## src/rtl/common_pkg.sv

```systemverilog
// Shared scalar types used across the pipeline blocks.
package common;
  typedef logic [4:0]  creg_addr_t;
  typedef logic [63:0] u64;
endpackage

```

## src/rtl/pipes_pkg.sv

```systemverilog
// Pipeline-control types: sequencer state and the bundled stall/flush/redirect controls.
package pipes;
  import common::*;

  typedef enum logic [1:0] {RUN, MULDIV, REDIR_PEND} ctrl_state_t;

  typedef struct packed {
    logic stall_f;
    logic stall_fd;
    logic stall_de;
    logic stall_em;
    logic flush_fd;
    logic flush_de;
    logic redirect_valid;
    u64   redirect_pc;
  } pipe_ctrl_t;
endpackage

```

## src/rtl/pipe_ctrl_hazard_detect.sv

```systemverilog
// Load-use compare between the load in EX and the sources of the instruction in decode.
module hazard_detect (
  input  logic       e_is_load,
  input  logic [4:0] e_rd,
  input  logic [4:0] d_rs1,
  input  logic [4:0] d_rs2,
  output logic       load_use
);
  // x0 is hardwired zero, so a load targeting it never produces a dependence
  assign load_use = e_is_load && (e_rd != 5'd0) && ((e_rd == d_rs1) || (e_rd == d_rs2));
endmodule

```

## src/rtl/pipe_ctrl.sv

```systemverilog
// Stall/flush/redirect sequencer for the 5-stage pipeline: dmem > mul/div > branch > load-use > imem.
module pipe_ctrl
  import common::*;
  import pipes::*;
#(
  parameter int          MULDIV_CYCLES = 64,
  parameter logic [63:0] PC_RESET      = 64'h8000_0000
) (
  input  logic        clk,
  input  logic        reset,
  input  logic        imem_busy,
  input  logic        dmem_busy,
  input  logic [4:0]  d_rs1,
  input  logic [4:0]  d_rs2,
  input  logic        e_is_load,
  input  logic [4:0]  e_rd,
  input  logic        e_muldiv,
  input  logic        e_br_taken,
  input  logic [63:0] e_br_target,
  output logic        stall_f,
  output logic        stall_fd,
  output logic        stall_de,
  output logic        stall_em,
  output logic        flush_fd,
  output logic        flush_de,
  output logic        redirect_valid,
  output logic [63:0] redirect_pc,
  output logic        muldiv_done
);
  localparam int              CNT_W    = $clog2(MULDIV_CYCLES);
  localparam logic [CNT_W-1:0] CNT_LAST = CNT_W'(MULDIV_CYCLES - 1);

  ctrl_state_t      state_q, state_d;
  logic [CNT_W-1:0] cnt_q, cnt_d;
  u64               pend_pc_q, pend_pc_d;
  pipe_ctrl_t       ctl;
  logic             done;
  logic             load_use;
  logic             md_busy;

  hazard_detect u_hazard (
    .e_is_load (e_is_load),
    .e_rd      (e_rd),
    .d_rs1     (d_rs1),
    .d_rs2     (d_rs2),
    .load_use  (load_use)
  );

  // The RUN cycle that first sees the op is count 0, so EX is held exactly MULDIV_CYCLES cycles
  assign md_busy = ((state_q == RUN) && e_muldiv) ||
                   ((state_q == MULDIV) && (cnt_q != CNT_LAST));

  always_comb begin
    ctl             = '0;
    ctl.redirect_pc = pend_pc_q;
    done            = 1'b0;
    state_d         = state_q;
    cnt_d           = cnt_q;
    pend_pc_d       = pend_pc_q;
    if (!reset) begin
      ctl.redirect_pc = PC_RESET;
    end else if (dmem_busy) begin
      ctl.stall_f  = 1'b1;
      ctl.stall_fd = 1'b1;
      ctl.stall_de = 1'b1;
      ctl.stall_em = 1'b1;
    end else if (md_busy) begin
      ctl.stall_f  = 1'b1;
      ctl.stall_fd = 1'b1;
      ctl.stall_de = 1'b1;
      if (state_q == RUN) begin
        state_d = MULDIV;
        cnt_d   = CNT_W'(1);
      end else begin
        cnt_d = cnt_q + 1'b1;
      end
    end else begin
      if (state_q == MULDIV) begin
        done    = 1'b1;
        state_d = RUN;
        cnt_d   = '0;
      end
      if (state_q == REDIR_PEND) begin
        // Decode holds whatever the discarded fetch produced; keep squashing it
        ctl.flush_fd = 1'b1;
        if (e_br_taken) pend_pc_d = e_br_target;
        if (!imem_busy) begin
          ctl.redirect_valid = 1'b1;
          ctl.redirect_pc    = e_br_taken ? e_br_target : pend_pc_q;
          state_d            = RUN;
        end
      end else if (e_br_taken) begin
        ctl.flush_fd = 1'b1;
        ctl.flush_de = 1'b1;
        if (!imem_busy) begin
          ctl.redirect_valid = 1'b1;
          ctl.redirect_pc    = e_br_target;
        end else begin
          pend_pc_d = e_br_target;
          state_d   = REDIR_PEND;
        end
      end else if (load_use || imem_busy) begin
        ctl.stall_f  = 1'b1;
        ctl.stall_fd = 1'b1;
        ctl.flush_de = 1'b1;
      end
    end
  end

  always_ff @(posedge clk or negedge reset) begin
    if (!reset) begin
      state_q   <= RUN;
      cnt_q     <= '0;
      pend_pc_q <= '0;
    end else begin
      state_q   <= state_d;
      cnt_q     <= cnt_d;
      pend_pc_q <= pend_pc_d;
    end
  end

  assign stall_f        = ctl.stall_f;
  assign stall_fd       = ctl.stall_fd;
  assign stall_de       = ctl.stall_de;
  assign stall_em       = ctl.stall_em;
  assign flush_fd       = ctl.flush_fd;
  assign flush_de       = ctl.flush_de;
  assign redirect_valid = ctl.redirect_valid;
  assign redirect_pc    = ctl.redirect_pc;
  assign muldiv_done    = done;
endmodule

```

## config.mk

```make
export PLATFORM = sky130hd
export DESIGN_NAME = pipe_ctrl
export DESIGN_NICKNAME = d
export VERILOG_FILES = /design/src/rtl/common_pkg.sv /design/src/rtl/pipes_pkg.sv /design/src/rtl/pipe_ctrl_hazard_detect.sv /design/src/rtl/pipe_ctrl.sv
export SDC_FILE = /design/constraint.sdc
export NUM_CORES = 1
export LEC_CHECK = 0
export ABC_AREA = 0
export ABC_CLOCK_PERIOD_IN_PS = 3010
export BUFFER_PORTS_ARGS = -buffer_cell sky130_fd_sc_hd__buf_2
export CAP_MARGIN = 20
export CELL_PAD_IN_SITES_DETAIL_PLACEMENT = 0
export CELL_PAD_IN_SITES_GLOBAL_PLACEMENT = 1
export CORE_MARGIN = 4
export CORE_UTILIZATION = 36
export DETAILED_ROUTE_END_ITERATION = 16
export PLACE_DENSITY_LB_ADDON = 0.1
export SLEW_MARGIN = 30
export SYNTH_ARGS = -nofsm -noshare
export SYNTH_HDL_FRONTEND = slang
export SYNTH_SLANG_ARGS = --single-unit
```

## constraint.sdc

```tcl
create_clock -name clk -period 3.01 [get_ports clk]
set_input_delay 0.1505 -clock clk [delete_from_list [all_inputs] [get_ports clk]]
set_output_delay 0.1505 -clock clk [all_outputs]
set_load 0.05 [all_outputs]
```

* Yosys cells after proc, flatten, opt, wreduce, memory -nomap -nowiden
Index checks and enable logic that the tools add are counted.
** Word-level totals
- Bits of input ports :: 86
- Output and inout bits :: 72
- Word-level logic and storage cells :: 65
- Bits in registers :: 72
** Cells by class
- Bitwise operators :: 2
- Multiplexer cells :: 38
- Eq/ne operators :: 6
- $add $sub $neg :: 1
- Reduce and logical (&&, ||, !) cells :: 15
** Operator list (number)
- $mux 64 :: 5
- $mux 65 :: 4
- $mux 67 :: 2
- $mux 2 :: 11
- $mux 6 :: 3
- $mux 1 :: 11
- $eq 5x5->1 :: 2
- $mux 7 :: 1
- $add 6x1->6 const B :: 1
- $ne 6x6->1 const B :: 1
- $reduce_and 3->1 :: 2
- $reduce_bool 2->1 :: 3
- $reduce_and 5->1 :: 1
- $reduce_bool 5->1 :: 1
- $logic_and 1x1->1 :: 4
- $logic_or 1x1->1 :: 3
- $mux 3 :: 1
- $eq 2x1->1 const B :: 1
- $eq 2x2->1 const B :: 1
- $logic_not 2->1 :: 1
- $ne 2x1->1 const B :: 1
- $not 1->1 :: 2

* Longest topological paths before layout
- Word-level depth :: 10
- Depth in mapped cells :: 10
- Gate-level depth less buffers :: 6

* By module
A second synthesis with hierarchy kept.
** Second synthesis, totals
- Cell total of the unflattened synthesis :: 443
- Area, all modules :: 4658.2 µm²
** By module, submodules not included
- pipe_ctrl :: sequential area each 1801.7 µm², instances 1, area an instance 4533.1 µm², cells each 426
- hazard_detect :: sequential area each 0.0 µm², instances 1, area an instance 125.1 µm², cells each 17

* Worst setup path before layout
OpenSTA, ideal clock, no wires.
- Kind :: register to output
- From :: reg cnt_q[0]
- To :: out redirect_pc[43]
- Required time :: 2.859 ns
- Path slack :: 0.029 ns
- Path buffers :: 3
- Stages on the path, launching flop included :: 9
- Arrival :: 2.831 ns
- Cells stage by stage :: dfrtp_1 > ha_1 > and3_1 > buf_2 > a41oi_4 > or4_1 > buf_2 > clkbuf_1 > o21ai_0
** On the way
- Cells in the longest elaborated chain, start to end :: 6
** Ends and longest elaborated chain
- start, declared :: line pipe_ctrl.sv:34 : logic [CNT_W-1:0] cnt_q, cnt_d;
- start signal, assigned :: line pipe_ctrl.sv:117 : cnt_q <= cnt_d;
- $ne 6x6->1 :: line pipe_ctrl.sv:51 : ((state_q == MULDIV) && (cnt_q != CNT_LAST));
- $logic_and 1x1->1 :: line pipe_ctrl.sv:51
- $logic_or 1x1->1 :: line pipe_ctrl.sv:50 : assign md_busy = ((state_q == RUN) && e_muldiv) ||
- $mux 67 :: line pipe_ctrl.sv:67 : end else if (md_busy) begin
- $mux 67 :: line pipe_ctrl.sv:62 : end else if (dmem_busy) begin
- $mux 64 :: line pipe_ctrl.sv:60 : if (!reset) begin
- end, declared :: line pipe_ctrl.sv:27 : output logic [63:0] redirect_pc,
Every way passes these cells.

* Worst setup path after layout
- From :: reg cnt_q[0]
- To :: out redirect_pc[44]
The elaborated chain is that of the path after synthesis.

==> results.sh <==
export IMPL_worstSetupPathType="reg2out"
export IMPL_status="finished, final reports clean"
export IMPL_syn_nets=533
export IMPL_arrival_ns=2.63
export IMPL_ys_ff_latch=72
export IMPL_yosysTopAreaCell="dfrtp_1"
export IMPL_ios=158
export IMPL_antenna_found_initial=1
export IMPL_maxSlewViolCount=0
export IMPL_dieArea_sq_mm=0.0133
export IMPL_rows=38
export IMPL_synth_edf_count=0
export IMPL_worst_path_max_delay_cell="or4_4"
export IMPL_cts_root_buf="clkbuf_16"
export IMPL_dpl_instance_area_sq_mm=0.00501
export IMPL_cts_tree="yes"
export IMPL_cts_resized=0
export IMPL_drcViolationCount=0
export IMPL_die_w_um=115
export IMPL_grt_pass1_wl_um=16800
export IMPL_async_flop_share=1.00
export IMPL_die_h_um=115
export IMPL_overflow=0
export IMPL_worst_pin_slew_ns=0.798
export IMPL_numCtsBuffers=9
export IMPL_clkTransAtPathRegs_ns=0.05
export IMPL_core_area_sq_mm=0.0111
export IMPL_finish_instance_area_sq_mm=0.00531
export IMPL_power_mw=3.71
export IMPL_routed_wl_um=10600
export IMPL_synth_cell_area_sq_mm=0.00416
export IMPL_yosysSeqAreaShare=0.434
export IMPL_critPathBufInv=2
export IMPL_cts_buffer_depth=2
export IMPL_grt_pass1_vias=3542
export IMPL_first_pass_iters=4
export IMPL_initial_utilization=0.375
export IMPL_synth_cell_types=41
export IMPL_yosys_warnings=0
export IMPL_grt_util_all_layers=0.157
export IMPL_setup_worst_path_start_class="register"
export IMPL_clock_latency_ns=0.33
export IMPL_avgSynthCellArea_sq_um=9.32
export IMPL_syn_to_final_growth_pct=27.8
export IMPL_critPathTopFamily="simple AND/OR/NAND/NOR gates"
export IMPL_cp_required_ns=2.86
export IMPL_post_route_period_util=0.925
export IMPL_period_minus_slack_ns=2.78
export IMPL_drv_cap=0
export IMPL_portBuffers=157
export IMPL_nets=670
export IMPL_hpwl_um=7500
export IMPL_finalCoreUtilization=0.479
export IMPL_place_congestion=0.811
export IMPL_hold_class="in2reg"
export IMPL_hold_viol_final=0
export IMPL_numClockSinks=72
export IMPL_cp_end_kind="output port"
export IMPL_drive_above_1_share=0.415
export IMPL_vias=3701
export IMPL_synth_common_cells="dfrtp_1, nand2_1, nand3_1, mux2_2, o21ai_0"
export IMPL_max_slew_margin=0.468
export IMPL_p_per_area_mw_per_mm2=699
export IMPL_synth_most_common_cell="dfrtp_1"
export IMPL_fin_setup_tns_ns=0
export IMPL_leakagePower_nw=2.72
export IMPL_crit_chain="ha_1 > and3_1 > a41oi_4 > or4_4 > buf_4 > o21ai_0 > buf_2"
export IMPL_setup_violations=0
export IMPL_synth_area_leaders="dfrtp_1, mux2_2, nand3_1, o21ai_0, nand2_1"
export IMPL_fmax_mhz=359
export IMPL_drt_initial_drc_count=162
export IMPL_wire_per_inst_um=14.5
export IMPL_routed_via_density=5.08
export IMPL_skew_ns=0.00455
export IMPL_worstPathMaxFanout=30
export IMPL_cts_max_level=3
export IMPL_synth_top_area_frac=0.434
export IMPL_synth_ff_type="dfrtp_1"
export IMPL_grt_max_degree=80
export IMPL_cp_slowest_stage_delay_ns=0.54
export IMPL_worst_ir_drop_vdd_v=0.000375
export IMPL_syn_instance_count=446
export IMPL_ant_nets=0
export IMPL_rsz0062_at_grt="false"
## repair_timing
action	CTS	global route
hold buffers	1	0
hold endpoints to repair	46	0
setup buffers	0	0
## final cells by class
class                           count  area [sq um]
Fill cell                        1105          5770
Multi-Input combinational cell    330          2130
Sequential cell                    72          1800
Timing Repair Buffer              167           907
Clock buffer                       14           274
Tap cell                          140           175
Clock inverter                      2          12.5
Inverter                            3          11.3
Antenna cell                        1          2.50
## placed cells by master (no fill, tap or decap), drive strengths merged, types with 2 or more instances in the layout
| cell | netlist | routed |
|---|---|---|
| nand2 | 70 | 70 |
| nand2b | 3 | 3 |
| dfrtp | 72 | 72 |
| o21ai | 70 | 70 |
| o21bai | 2 | 2 |
| clkbuf | 17 | 14 |
| nand3 | 65 | 65 |
| mux2i | 3 | 3 |
| or4 | 2 | 2 |
| nor2b | 2 | 2 |
| nor2 | 6 | 6 |
| buf | 24 | 166 |
| and3 | 4 | 4 |
| o21a | 2 | 2 |
| mux2 | 64 | 64 |
| a21oi | 5 | 5 |
| nor3 | 6 | 6 |
| inv | 3 | 3 |
| a41oi | 2 | 2 |
| xor2 | 10 | 10 |
## where the power goes
part | switching, mW | total [mW] | internal, mW
registers | 0.152 | 1.38 | 1.23
clock network | 0.388 | 1.01 | 0.624
logic | 0.862 | 1.32 | 0.456
total | 1.40 | 3.71 | 2.31
## through the flow
| step | setup slack [ns] | hold slack [ns] | instances |
|---|---|---|---|
| detailed placement | 0.560 | 0.276 | 711 |
| global placement | 0.587 | 0.275 | 711 |
| CTS | 0.192 | 0.0456 | 728 |
| global route | 0.0234 | 0.0479 | 728 |
| floorplan | 0.0286 | -0.145 | 446 |
| finish | 0.225 | 0.0539 | 729 |
## final timing paths
path | from | end | slack [ns] | cells after the start
max | cnt_q[0] | redirect_pc[44] | 0.23 | 7
min | e_br_target[49] | pend_pc_q[49] | 0.05 | 2
max reg2reg | cnt_q[0] | pend_pc_q[24] | 0.78 | 6
min reg2reg | pend_pc_q[49] | pend_pc_q[49] | 0.49 | 1
max in group asynchronous | reset | pend_pc_q[41] | 1.92 | 3
min in group asynchronous | reset | state_q[1] | 0.48 | 3
## layer usage
layer / vias to the layer above / track usage / wire length (um)
met2: 111 / 0.246 / 4710
met1: 1733 / 0.199 / 4730
li1: 1844 / - / -
met5: - / 0 / 11
met4: 2 / 0.0469 / 127
met3: 11 / 0.0637 / 1030
## state kept, by name (all words and copies together) (netlist names)
signal     count
pend_pc_q     64
cnt_q          6
state_q        2
## cells by family (layout without fill, tap and decap cells)
kind of cell	count (synthesis)	after routing	synth area share
simple gates	161	161	0.180
other cells	0	1	0
xor+xnor	10	10	0.0211
compound gates	91	91	0.126
mux	67	67	0.181
flops	72	72	0.434
fa+ha+maj	1	1	0.00301
buf+inv	44	186	0.0557
No activity file was read; power rests on OpenSTA's default activity.
